<file path="config.mk">
export PLATFORM = sky130hd
export DESIGN_NAME = complex_alu
export DESIGN_NICKNAME = d
export VERILOG_FILES = /design/src/rtl/complex_alu.sv
export SDC_FILE = /design/constraint.sdc
export NUM_CORES = 2
export LEC_CHECK = 0
export CORE_MARGIN = 2
export CORE_UTILIZATION = 50
export CTS_BUF_LIST = sky130_fd_sc_hd__clkbuf_8
export CTS_CLUSTER_DIAMETER = 40
export DETAILED_ROUTE_END_ITERATION = 10
export PLACE_DENSITY_LB_ADDON = 0.25
export SLEW_MARGIN = 20
export SYNTH_ARGS = -nofsm -noshare
export SYNTH_HDL_FRONTEND = slang
export SYNTH_SLANG_ARGS = --single-unit
export TNS_END_PERCENT = 5
</file>
<file path="constraint.sdc">
create_clock -name clock -period 14.05 [get_ports clock]
set_clock_uncertainty 0.15 [all_clocks]
set_input_delay 4.215 -clock clock [delete_from_list [all_inputs] [get_ports clock]]
set_output_delay 4.215 -clock clock [all_outputs]
set_load 0.02 [all_outputs]
</file>
<file path="src/rtl/complex_alu.sv">
// complex_alu: sequential complex-arithmetic unit for the 16x64 register bank.
// Operands arrive as {real, imag} words. The result goes back through the
// bank write port. Complex multiplies share one signed PW x PW multiplier
// over four cycles.
module complex_alu #(
   parameter int PW = 32
) (
   input  logic              clock,
   input  logic              reset,
   input  logic              start,
   input  logic [2:0]        opcode,
   input  logic [3:0]        dest,
   input  logic [2*PW-1:0]   opA,
   input  logic [2*PW-1:0]   opB,
   output logic              busy,
   output logic              done,
   output logic              ovf,
   output logic [2*PW-1:0]   inA,
   output logic              regwen,
   output logic [3:0]        selwreg,
   output logic [1:0]        endwreg
);

   // Accumulator width: a full product plus headroom for one add/subtract.
   localparam int AW = 2*PW + 2;

   typedef enum logic [2:0] {
      OP_ADD  = 3'b000,
      OP_SUB  = 3'b001,
      OP_MUL  = 3'b010,
      OP_CMUL = 3'b011,
      OP_CONJ = 3'b100,
      OP_NEG  = 3'b101,
      OP_SWAP = 3'b110,
      OP_NOP  = 3'b111
   } op_t;

   typedef enum logic [2:0] {
      S_IDLE, S_EX, S_M0, S_M1, S_M2, S_M3, S_WB
   } state_t;

   state_t                  state;
   op_t                     op_q;
   logic [3:0]              dest_q;
   logic signed [PW-1:0]    ar, ai, br, bi;
   logic signed [AW-1:0]    re, im;

   logic signed [PW-1:0]    mul_a, mul_b;
   logic signed [2*PW-1:0]  mul_ax, mul_bx, prod;

   // Sign-extend one part to accumulator width.
   function automatic logic signed [AW-1:0] ext_w(input logic signed [PW-1:0] v);
      return {{(AW-PW){v[PW-1]}}, v};
   endfunction

   // Sign-extend a product to accumulator width.
   function automatic logic signed [AW-1:0] ext_p(input logic signed [2*PW-1:0] v);
      return {{(AW-2*PW){v[2*PW-1]}}, v};
   endfunction

   // True when the exact value fits in a PW-bit signed part.
   function automatic logic in_range(input logic signed [AW-1:0] v);
      logic [AW-PW:0] top;
      top = v[AW-1:PW-1];
      return (&top) | ~(|top);
   endfunction

   // Select the multiplier operands for the current multiply step.
   always_comb begin
      // NOTE: defaults first so every path assigns both operands and no latch is inferred.
      mul_a = ar;
      mul_b = br;
      case (state)
         S_M1:    begin mul_a = ai; mul_b = bi; end
         S_M2:    begin mul_a = ar; mul_b = bi; end
         S_M3:    begin mul_a = ai; mul_b = br; end
         default: begin mul_a = ar; mul_b = br; end
      endcase
   end

   assign mul_ax = {{PW{mul_a[PW-1]}}, mul_a};
   assign mul_bx = {{PW{mul_b[PW-1]}}, mul_b};
   assign prod   = mul_ax * mul_bx;

   // Control FSM, datapath accumulators and registered bank write port.
   always_ff @(posedge clock or posedge reset) begin
      if (reset) begin
         state   <= S_IDLE;
         busy    <= 1'b0;
         done    <= 1'b0;
         regwen  <= 1'b0;
         ovf     <= 1'b0;
         inA     <= '0;
         selwreg <= '0;
         endwreg <= '0;
         re      <= '0;
         im      <= '0;
         op_q    <= OP_NOP;
         dest_q  <= '0;
         ar      <= '0;
         ai      <= '0;
         br      <= '0;
         bi      <= '0;
      end else begin
         // NOTE: non-blocking assignments so every register updates from pre-edge values.
         done   <= 1'b0;
         regwen <= 1'b0;
         case (state)
            S_IDLE: begin
               if (busy) begin
                  // Write-back cycle: start is ignored here.
                  busy <= 1'b0;
               end else if (start) begin
                  op_q   <= op_t'(opcode);
                  dest_q <= dest;
                  ar     <= opA[2*PW-1:PW];
                  ai     <= opA[PW-1:0];
                  br     <= opB[2*PW-1:PW];
                  bi     <= opB[PW-1:0];
                  busy   <= 1'b1;
                  state  <= (opcode == OP_MUL || opcode == OP_CMUL) ? S_M0 : S_EX;
               end
            end
            S_EX: begin
               case (op_q)
                  OP_ADD:  begin re <= ext_w(ar) + ext_w(br); im <= ext_w(ai) + ext_w(bi); end
                  OP_SUB:  begin re <= ext_w(ar) - ext_w(br); im <= ext_w(ai) - ext_w(bi); end
                  OP_CONJ: begin re <= ext_w(ar);             im <= -ext_w(ai);            end
                  OP_NEG:  begin re <= -ext_w(ar);            im <= -ext_w(ai);            end
                  OP_SWAP: begin re <= ext_w(ar);             im <= ext_w(ai);             end
                  default: begin re <= '0;                    im <= '0;                    end
               endcase
               state <= S_WB;
            end
            S_M0: begin
               re    <= ext_p(prod);
               state <= S_M1;
            end
            S_M1: begin
               re    <= (op_q == OP_CMUL) ? re + ext_p(prod) : re - ext_p(prod);
               state <= S_M2;
            end
            S_M2: begin
               im    <= (op_q == OP_CMUL) ? -ext_p(prod) : ext_p(prod);
               state <= S_M3;
            end
            S_M3: begin
               im    <= im + ext_p(prod);
               state <= S_WB;
            end
            S_WB: begin
               done    <= 1'b1;
               regwen  <= (op_q != OP_NOP);
               inA     <= {re[PW-1:0], im[PW-1:0]};
               ovf     <= ~(in_range(re) & in_range(im));
               selwreg <= dest_q;
               endwreg <= (op_q == OP_SWAP) ? 2'b11 : 2'b00;
               state   <= S_IDLE;
            end
            default: begin
               state <= S_IDLE;
               busy  <= 1'b0;
            end
         endcase
      end
   end

endmodule

</file>
# Yosys cells after proc, flatten, opt, wreduce, memory -nomap -nowiden
# Cells that the tools add are included.
[totals] register_bits=344 in_bits=138 output_inout_bits=74 word_cells=85
[op_classes] add_sub_neg=10 multipliers=1 eq_ne=16 muxes=18 bitwise=7 reduce_logical=17
[op_table] operator="66-bit case mux with 4 select lines" count=2
[op_table] operator="66-bit case mux with 3 select lines" count=2
[op_table] operator="66-bit by 64-bit adder with 66-bit output" count=2
[op_table] operator="66-bit two-way mux" count=2
[op_table] operator="32-bit negation with 66-bit output" count=2
[op_table] operator="35-bit AND reduction" count=2
[op_table] operator="35-bit OR reduction" count=2
[op_table] operator="32-bit by 32-bit adder with 33-bit output" count=2
[op_table] operator="64-bit negation with 66-bit output" count=1
[op_table] operator="32-bit by 32-bit subtractor with 33-bit output" count=2
[op_table] operator="66-bit by 64-bit subtractor with 66-bit output" count=1
[op_table] operator="32-bit by 32-bit multiplier with 64-bit output" count=1
[op_table] operator="32-bit two-way mux" count=2
[op_table] operator="3-bit equality test, second input constant" count=6
[op_table] operator="3-bit by 2-bit equality test with 1-bit output, second input constant" count=5
[op_table] operator="3-bit case mux with 5 select lines" count=1
[op_table] operator="2-bit OR reduction" count=5
[op_table] operator="3-bit by 1-bit equality test with 1-bit output, second input constant" count=2
[op_table] operator="3-bit zero test" count=2
[op_table] operator="3-bit two-way mux" count=2
[op_table] operator="3-bit nonzero test" count=2
[op_table] operator="6-bit OR reduction" count=1
[op_table] operator="1-bit two-way mux" count=4
[op_table] operator="2-bit two-way mux" count=2
[op_table] operator="9 further kinds" count=14

# Depth between registers and ports, before layout
[depth] ltp_word=7 mapped_depth=51 mapped_depth_nobuf=46

# Least setup slack after synthesis
# No wires, ideal clock.
[synth_timing] kind="reg2reg" startpoint="register state[2]" endpoint="register re[65]" setup_time_ns=0.138 arrival_time_ns=11.963 t_required_ns=13.762 slack_ns=1.799 stages_incl_launch_ff=45 path_buffers=5 synth_period_minus_slack_ns=12.251 cell_sequence="dfrtp_1 -> buf_2 -> nor2b_2 -> o21ai_1 -> buf_2 -> buf_1 -> nor2_1 -> a21oi_1 -> clkbuf_1 -> nor2_1 -> fa_1 -> inv_1 -> fa_1 -> inv_1 -> fa_1 -> inv_1 -> fa_1 -> fa_1 -> [9 not listed] -> a21bo_2 -> or3b_1 -> xor2_1 -> or3_1 -> or2_2 -> or4b_4 -> o21ai_1 -> xnor2_1 -> ha_1 -> a21o_1 -> a21o_1 -> a21o_1 -> or3_1 -> o21ai_0 -> nor2_1 -> xor2_1 -> mux2i_1 -> o211ai_1"
[synth_via] elab_chain_len=7 word_cells_on_any_way=15 classes_between="add/sub (2); mul (1); eq/ne (5); mux (4); reduce/logical (3)"
[synth_rtl] element="start: declaration" line="42" rtl="state_t state;"
[synth_rtl] element="start signal: assignment" line="121" rtl="state <= (opcode == OP_MUL || opcode == OP_CMUL) ? S_M0 : S_EX;"
[synth_rtl] element="3-bit equality test or 3-bit by 2-bit equality test with 1-bit output (tied branches)" line="73, 108"
[synth_rtl] element="2-bit OR reduction (no source line)"
[synth_rtl] element="32-bit two-way mux" line="73" rtl="case (state)"
[synth_rtl] element="32-bit by 32-bit multiplier with 64-bit output" line="83" rtl="assign prod = mul_ax * mul_bx;"
[synth_rtl] element="66-bit by 64-bit subtractor with 66-bit output or 66-bit by 64-bit adder with 66-bit output (tied branches)" line="140" rtl="re <= (op_q == OP_CMUL) ? re + ext_p(prod) : re - ext_p(prod);"
[synth_rtl] element="66-bit two-way mux" line="140"
[synth_rtl] element="66-bit case mux with 3 select lines" line="108" rtl="case (state)"
[synth_rtl] element="end signal: assignment" line="126" rtl="OP_ADD: begin re <= ext_w(ar) + ext_w(br); im <= ext_w(ai) + ext_w(bi); end"
[synth_rtl] element="end signal: assignment" line="136" rtl="re <= ext_p(prod);"
[synth_rtl] element="end signal: assignment" line="140"
[synth_rtl] element="end: declaration" line="46" rtl="logic signed [AW-1:0] re, im;"
# Parallel ways exist; a longest one is shown, timed or not.
# A chain may end at the register's enable or synchronous reset.

# Final worst setup path
[layout_timing] startpoint="register state[0]" endpoint="register re[64]"
# The elaborated chain is that of the path after synthesis.

==> metrics.txt <==
# TYPE chip_impl_metric gauge
chip_impl_metric{name="clock_sink_count",unit=""} 343
chip_impl_metric{name="ys_seq_area_frac",unit=""} 0.1238
chip_impl_metric{name="fmax",unit="MHz"} 74.07
chip_impl_metric{name="detailroute.via_count",unit=""} 63993
chip_impl_info{name="critical_path.reg2reg.startpoint",value="state[0]$_DFFE_PP0P_"} 1
chip_impl_metric{name="postRouteWirelength",unit="microns"} 287100
chip_impl_metric{name="die_y",unit="microns"} 376.5
chip_impl_metric{name="nFillCells",unit=""} 12902
chip_impl_metric{name="crit_path_max_fanout",unit=""} 16
chip_impl_metric{name="post_synth_num_cell_types",unit=""} 110
chip_impl_metric{name="finalInstanceArea",unit="sq mm"} 0.07657
chip_impl_metric{name="die_outline_width",unit="microns"} 376.5
chip_impl_metric{name="post_synth_instance_area",unit="sq mm"} 0.06937
chip_impl_metric{name="post-route-min-period",unit="ns"} 13.50
chip_impl_metric{name="cap_viol_max_count",unit=""} 0
chip_impl_metric{name="start_util",unit=""} 0.5039
chip_impl_metric{name="yosys_warnings",unit=""} 0
chip_impl_info{name="clock-root-buffer",value="sky130_fd_sc_hd__clkbuf_8"} 1
chip_impl_metric{name="timing.final.crit_share",unit=""} 0.9610
chip_impl_metric{name="rows",unit=""} 136
chip_impl_metric{name="drt-vias-per-instance",unit=""} 6.159
chip_impl_metric{name="post_synth_and_or_nand_nor_area_fraction",unit=""} 0.1726
chip_impl_info{name="crit_path_end_kind",value="register"} 1
chip_impl_metric{name="grt_pass1_vias",unit=""} 64080
chip_impl_info{name="tritoncts",value="done"} 1
chip_impl_metric{name="synthesis.instances",unit=""} 8359
chip_impl_metric{name="drt-initial-drc-count",unit=""} 7136
chip_impl_info{name="worst_setup_path_start_kind",value="register"} 1
chip_impl_metric{name="worstPathRequired",unit="ns"} 14.65
chip_impl_metric{name="syn_nets",unit=""} 10034
chip_impl_metric{name="final_max_slew_viol_count",unit=""} 0
chip_impl_info{name="synth_top_family_by_area",value="adder cells"} 1
chip_impl_metric{name="worst_ep_arrival_time",unit="ns"} 14.10
chip_impl_metric{name="worst_slew_pin_slew",unit="ns"} 1.263
chip_impl_info{name="crit_top_cell",value="sky130_fd_sc_hd__fa_1"} 1
chip_impl_metric{name="synth.avg_cell_area",unit="sq um"} 8.299
chip_impl_info{name="hold_start",value="inA[35]$_DFFE_PP0P_"} 1
chip_impl_metric{name="layoutNonFillerInstCount",unit=""} 10390
chip_impl_metric{name="wl_per_cell",unit="microns"} 27.63
chip_impl_metric{name="report.final.hold_viol_count",unit=""} 0
chip_impl_metric{name="cts_buffers",unit=""} 88
chip_impl_metric{name="grt-ovfl-total",unit=""} 0
chip_impl_info{name="class_of_the_worst_hold_path",value="register to register"} 1
chip_impl_metric{name="setup_viol",unit=""} 0
chip_impl_metric{name="cts-htree-levels",unit=""} 3
chip_impl_metric{name="final_layout_size_suffix_gt1_frac",unit=""} 0.07920
chip_impl_metric{name="drtAntennaViolNets",unit=""} 0
chip_impl_metric{name="setup_tns",unit="ns"} 0
chip_impl_info{name="unrepaired_setup_endpoints_after_global_routing",value="no"} 1
chip_impl_metric{name="instance_area_after_placement",unit="sq mm"} 0.07450
chip_impl_metric{name="synth-seq-cells",unit=""} 343
chip_impl_metric{name="area_delta_synth_final",unit="%"} 10.38
chip_impl_metric{name="synthAdderAreaFrac",unit=""} 0.3950
chip_impl_metric{name="grt_pass1_wl",unit="microns"} 423300
chip_impl_metric{name="synth_compound_area_frac",unit=""} 0.1569
chip_impl_metric{name="whs_path_depth",unit=""} 2
chip_impl_metric{name="grt.total_usage",unit=""} 0.4055
chip_impl_metric{name="die_area",unit="sq mm"} 0.1417
chip_impl_metric{name="number_of_design_rule_violations_left_after_detail_routing",unit=""} 0
chip_impl_metric{name="io_pins",unit=""} 212
chip_impl_metric{name="port-buffer-count",unit=""} 211
chip_impl_info{name="run_status",value="finished clean"} 1
chip_impl_metric{name="dpl.cell_count",unit=""} 10215
chip_impl_info{name="timing.critical_path.slowest_stage_cell",value="sky130_fd_sc_hd__o21ai_2"} 1
chip_impl_metric{name="insertion_delay",unit="ns"} 0.85
chip_impl_metric{name="worst_hold_slack",unit="ns"} 0.3208
chip_impl_metric{name="finalWeightedCongestion",unit=""} 1.033
chip_impl_metric{name="maximum_number_of_pins_on_one_net_before_global_route_repair",unit=""} 176
chip_impl_metric{name="synth-edff-count",unit=""} 0
chip_impl_info{name="setup.worst_path.class",value="register to register"} 1
chip_impl_metric{name="synth.mux.area_fraction",unit=""} 0.02146
chip_impl_metric{name="fp.coreArea",unit="sq mm"} 0.1377
chip_impl_metric{name="synth-async-reset-ratio",unit=""} 1.000
chip_impl_metric{name="clock_tree.buffer_depth",unit=""} 3
chip_impl_metric{name="fin_nets",unit=""} 10190
chip_impl_info{name="beginning_of_the_critical_path",value="state[0]$_DFFE_PP0P_"} 1
chip_impl_metric{name="crit_path_max_incr_delay",unit="ns"} 0.86
chip_impl_metric{name="timing.reg2reg.worst_path_depth",unit=""} 42
chip_impl_metric{name="drtPass1Iterations",unit=""} 6
chip_impl_metric{name="synth_xor_xnor_area_share",unit=""} 0.04392
chip_impl_metric{name="clk_pin_slew",unit="ns"} 0.06
chip_impl_info{name="synth_top_flop_cell",value="sky130_fd_sc_hd__dfrtp_1"} 1
chip_impl_metric{name="post-dp-hpwl",unit="microns"} 231000
chip_impl_metric{name="cts-hold-fix-buffers",unit=""} 0
chip_impl_metric{name="timing.max_slew.rel_slack",unit=""} 0.1488
chip_impl_metric{name="antenna_violations_before_repair",unit=""} 16
==> layer usage <==
metal,track usage,vias up,wire length (microns)
met4,0.1745,6,14390
met3,0.1225,645,34540
met2,0.5919,3668,119700
li1,-,27735,-
met5,0,-,39
met1,0.5571,31939,118400
==> flip-flops by register name, summed over array words and instances (netlist names) <==
register,flops
op_q,3
selwreg,4
state,3
dest_q,4
inA,64
done,1
ovf,1
br,32
busy,1
regwen,1
ai,32
endwreg,1
ar,32
im,66
bi,32
re,66
==> timing repair <==
action,4_1_cts,5_1_grt
endpoints found under the setup margin,0,7
setup buffers,0,4
endpoints found under the hold margin,0,0
resized for setup,0,5
==> per-stage QoR <==
step,util,worst slack (ns)
6_report,0.5562,0.5486
5_1_grt,0.5561,0.02041
4_1_cts,0.5555,0.4466
3_5_place_dp,0.5412,0.3870
3_3_place_gp,0.5411,0.4830
2_1_floorplan,-,0.1816
==> worst max-delay path, delay by kind of cell, from the launching register on <==
family / cells / cell delay, ns
AND/OR/NAND/NOR: 12 / 2.31
buffers and inverters: 6 / 1.10
AO/OA/AOI/OAI: 12 / 3.59
adder cells (fa/ha/maj): 10 / 5.10
flip-flops: 1 / 0.51
XOR/XNOR: 2 / 0.64
==> cell type report <==
| class | instances | area [sq um] | share of cell area |
|---|---|---|---|
| Antenna cell | 10 | 25.02 | 0.0003268 |
| Sequential cell | 343 | 8589 | 0.1122 |
| Inverter | 1154 | 4339 | 0.05667 |
| Multi-Input combinational cell | 6430 | 55030 | 0.7187 |
| Tap cell | 1794 | 2245 | 0.02932 |
| Clock buffer | 105 | 1445 | 0.01887 |
| Clock inverter | 56 | 524.3 | 0.006847 |
| Timing Repair Buffer | 498 | 4370 | 0.05708 |
==> cell usage in the layout, fill, tap and decap left out, types with 38 or more instances in the layout <==
| master | synthesis | layout |
|---|---|---|
| sky130_fd_sc_hd__fa_1 | 1088 | 1088 |
| sky130_fd_sc_hd__o21bai_1 | 52 | 52 |
| sky130_fd_sc_hd__o31ai_1 | 39 | 38 |
| sky130_fd_sc_hd__nor3_1 | 130 | 130 |
| sky130_fd_sc_hd__a31oi_1 | 55 | 55 |
| sky130_fd_sc_hd__nand4_1 | 53 | 53 |
| sky130_fd_sc_hd__xnor2_1 | 229 | 229 |
| sky130_fd_sc_hd__mux2_2 | 94 | 94 |
| sky130_fd_sc_hd__nor4_1 | 51 | 51 |
| sky130_fd_sc_hd__nand2b_1 | 59 | 59 |
| sky130_fd_sc_hd__a21oi_1 | 423 | 406 |
| sky130_fd_sc_hd__nand2_1 | 1155 | 1152 |
| sky130_fd_sc_hd__a221oi_1 | 51 | 51 |
| sky130_fd_sc_hd__clkdlybuf4s50_1 | 0 | 211 |
| sky130_fd_sc_hd__or3_1 | 57 | 57 |
| sky130_fd_sc_hd__ha_1 | 449 | 449 |
| sky130_fd_sc_hd__inv_1 | 1152 | 1170 |
| sky130_fd_sc_hd__buf_4 | 4 | 278 |
| sky130_fd_sc_hd__xor2_1 | 117 | 117 |
| sky130_fd_sc_hd__o22ai_1 | 39 | 39 |
| sky130_fd_sc_hd__clkbuf_8 | 0 | 105 |
| sky130_fd_sc_hd__o21a_1 | 54 | 54 |
| sky130_fd_sc_hd__nor2_1 | 900 | 891 |
| sky130_fd_sc_hd__and3_1 | 45 | 45 |
| sky130_fd_sc_hd__a21o_1 | 160 | 159 |
| sky130_fd_sc_hd__dfrtp_1 | 340 | 338 |
| sky130_fd_sc_hd__nand3_1 | 75 | 75 |
| sky130_fd_sc_hd__o21ai_0 | 414 | 408 |
| sky130_fd_sc_hd__a211oi_1 | 62 | 60 |
==> worst paths after layout <==
kind / slack, ns / end
worst max-delay path: 0.55 / re[64]$_DFFE_PP0P_
worst min-delay path: 0.32 / inA[35]$_DFFE_PP0P_
worst max register to register: 0.55 / re[64]$_DFFE_PP0P_
worst min register to register: 0.32 / inA[35]$_DFFE_PP0P_
max in group asynchronous: 7.70 / ar[20]$_DFFE_PP0P_
min in group asynchronous: 3.78 / inA[4]$_DFFE_PP0P_
==> kinds of logic (layout without fill, tap and decap cells) <==
family,after synthesis,after routing
AND/OR/NAND/NOR,2727,2727
AO/OA/AOI/OAI,1682,1682
buffers and inverters,1586,1813
adder cells (fa/ha/maj),1537,1537
XOR/XNOR,347,347
flip-flops,343,343
multiplexers,137,137
other,0,10
==> Yosys cell counts, types with 17 or more instances <==
cell                       number  area (sq um)
sky130_fd_sc_hd__mux2i_1       43         430.4
sky130_fd_sc_hd__nand4_1       53         331.6
sky130_fd_sc_hd__a22oi_1       31         232.7
sky130_fd_sc_hd__o21a_1        54         405.4
sky130_fd_sc_hd__a31oi_1       55         344.1
sky130_fd_sc_hd__and2_1        37         231.5
sky130_fd_sc_hd__or3_1         57         356.6
sky130_fd_sc_hd__inv_1       1152          4324
sky130_fd_sc_hd__nor4_1        51         319.1
sky130_fd_sc_hd__o31a_1        18         157.7
sky130_fd_sc_hd__or2_2         32         200.2
sky130_fd_sc_hd__o21ai_0      414          2072
sky130_fd_sc_hd__a221oi_1      51         446.7
sky130_fd_sc_hd__nand2_1     1155          4335
sky130_fd_sc_hd__buf_1         28         105.1
sky130_fd_sc_hd__nor2b_1       31         193.9
sky130_fd_sc_hd__o22ai_1       39         244.0
sky130_fd_sc_hd__nor2_1       900          3378
sky130_fd_sc_hd__nand3_1       75         375.4
sky130_fd_sc_hd__a21oi_1      423          2117
sky130_fd_sc_hd__ha_1         449          5618
sky130_fd_sc_hd__o211ai_1      36         270.3
sky130_fd_sc_hd__a21o_1       160          1201
sky130_fd_sc_hd__a222oi_1      21         210.2
sky130_fd_sc_hd__o31ai_1       39         292.8
sky130_fd_sc_hd__o21bai_1      52         390.4
sky130_fd_sc_hd__and3_1        45         281.5
sky130_fd_sc_hd__dfrtp_1      340          8508
sky130_fd_sc_hd__xor2_1       117          1025
sky130_fd_sc_hd__buf_2         17         85.08
sky130_fd_sc_hd__o21ai_1       20         100.1
sky130_fd_sc_hd__mux2_2        94          1059
sky130_fd_sc_hd__fa_1        1088         21780
sky130_fd_sc_hd__nor3_1       130         650.6
sky130_fd_sc_hd__nand2b_1      59         369.1
sky130_fd_sc_hd__o221ai_1      29         254.0
sky130_fd_sc_hd__xnor2_1      229          2006
sky130_fd_sc_hd__clkbuf_1     383          1438
sky130_fd_sc_hd__a211oi_1      62         465.5
Power is left out: the tool's default activity adds up to more than one toggle a clock period on the data nets, which glitch-free logic cannot reach.
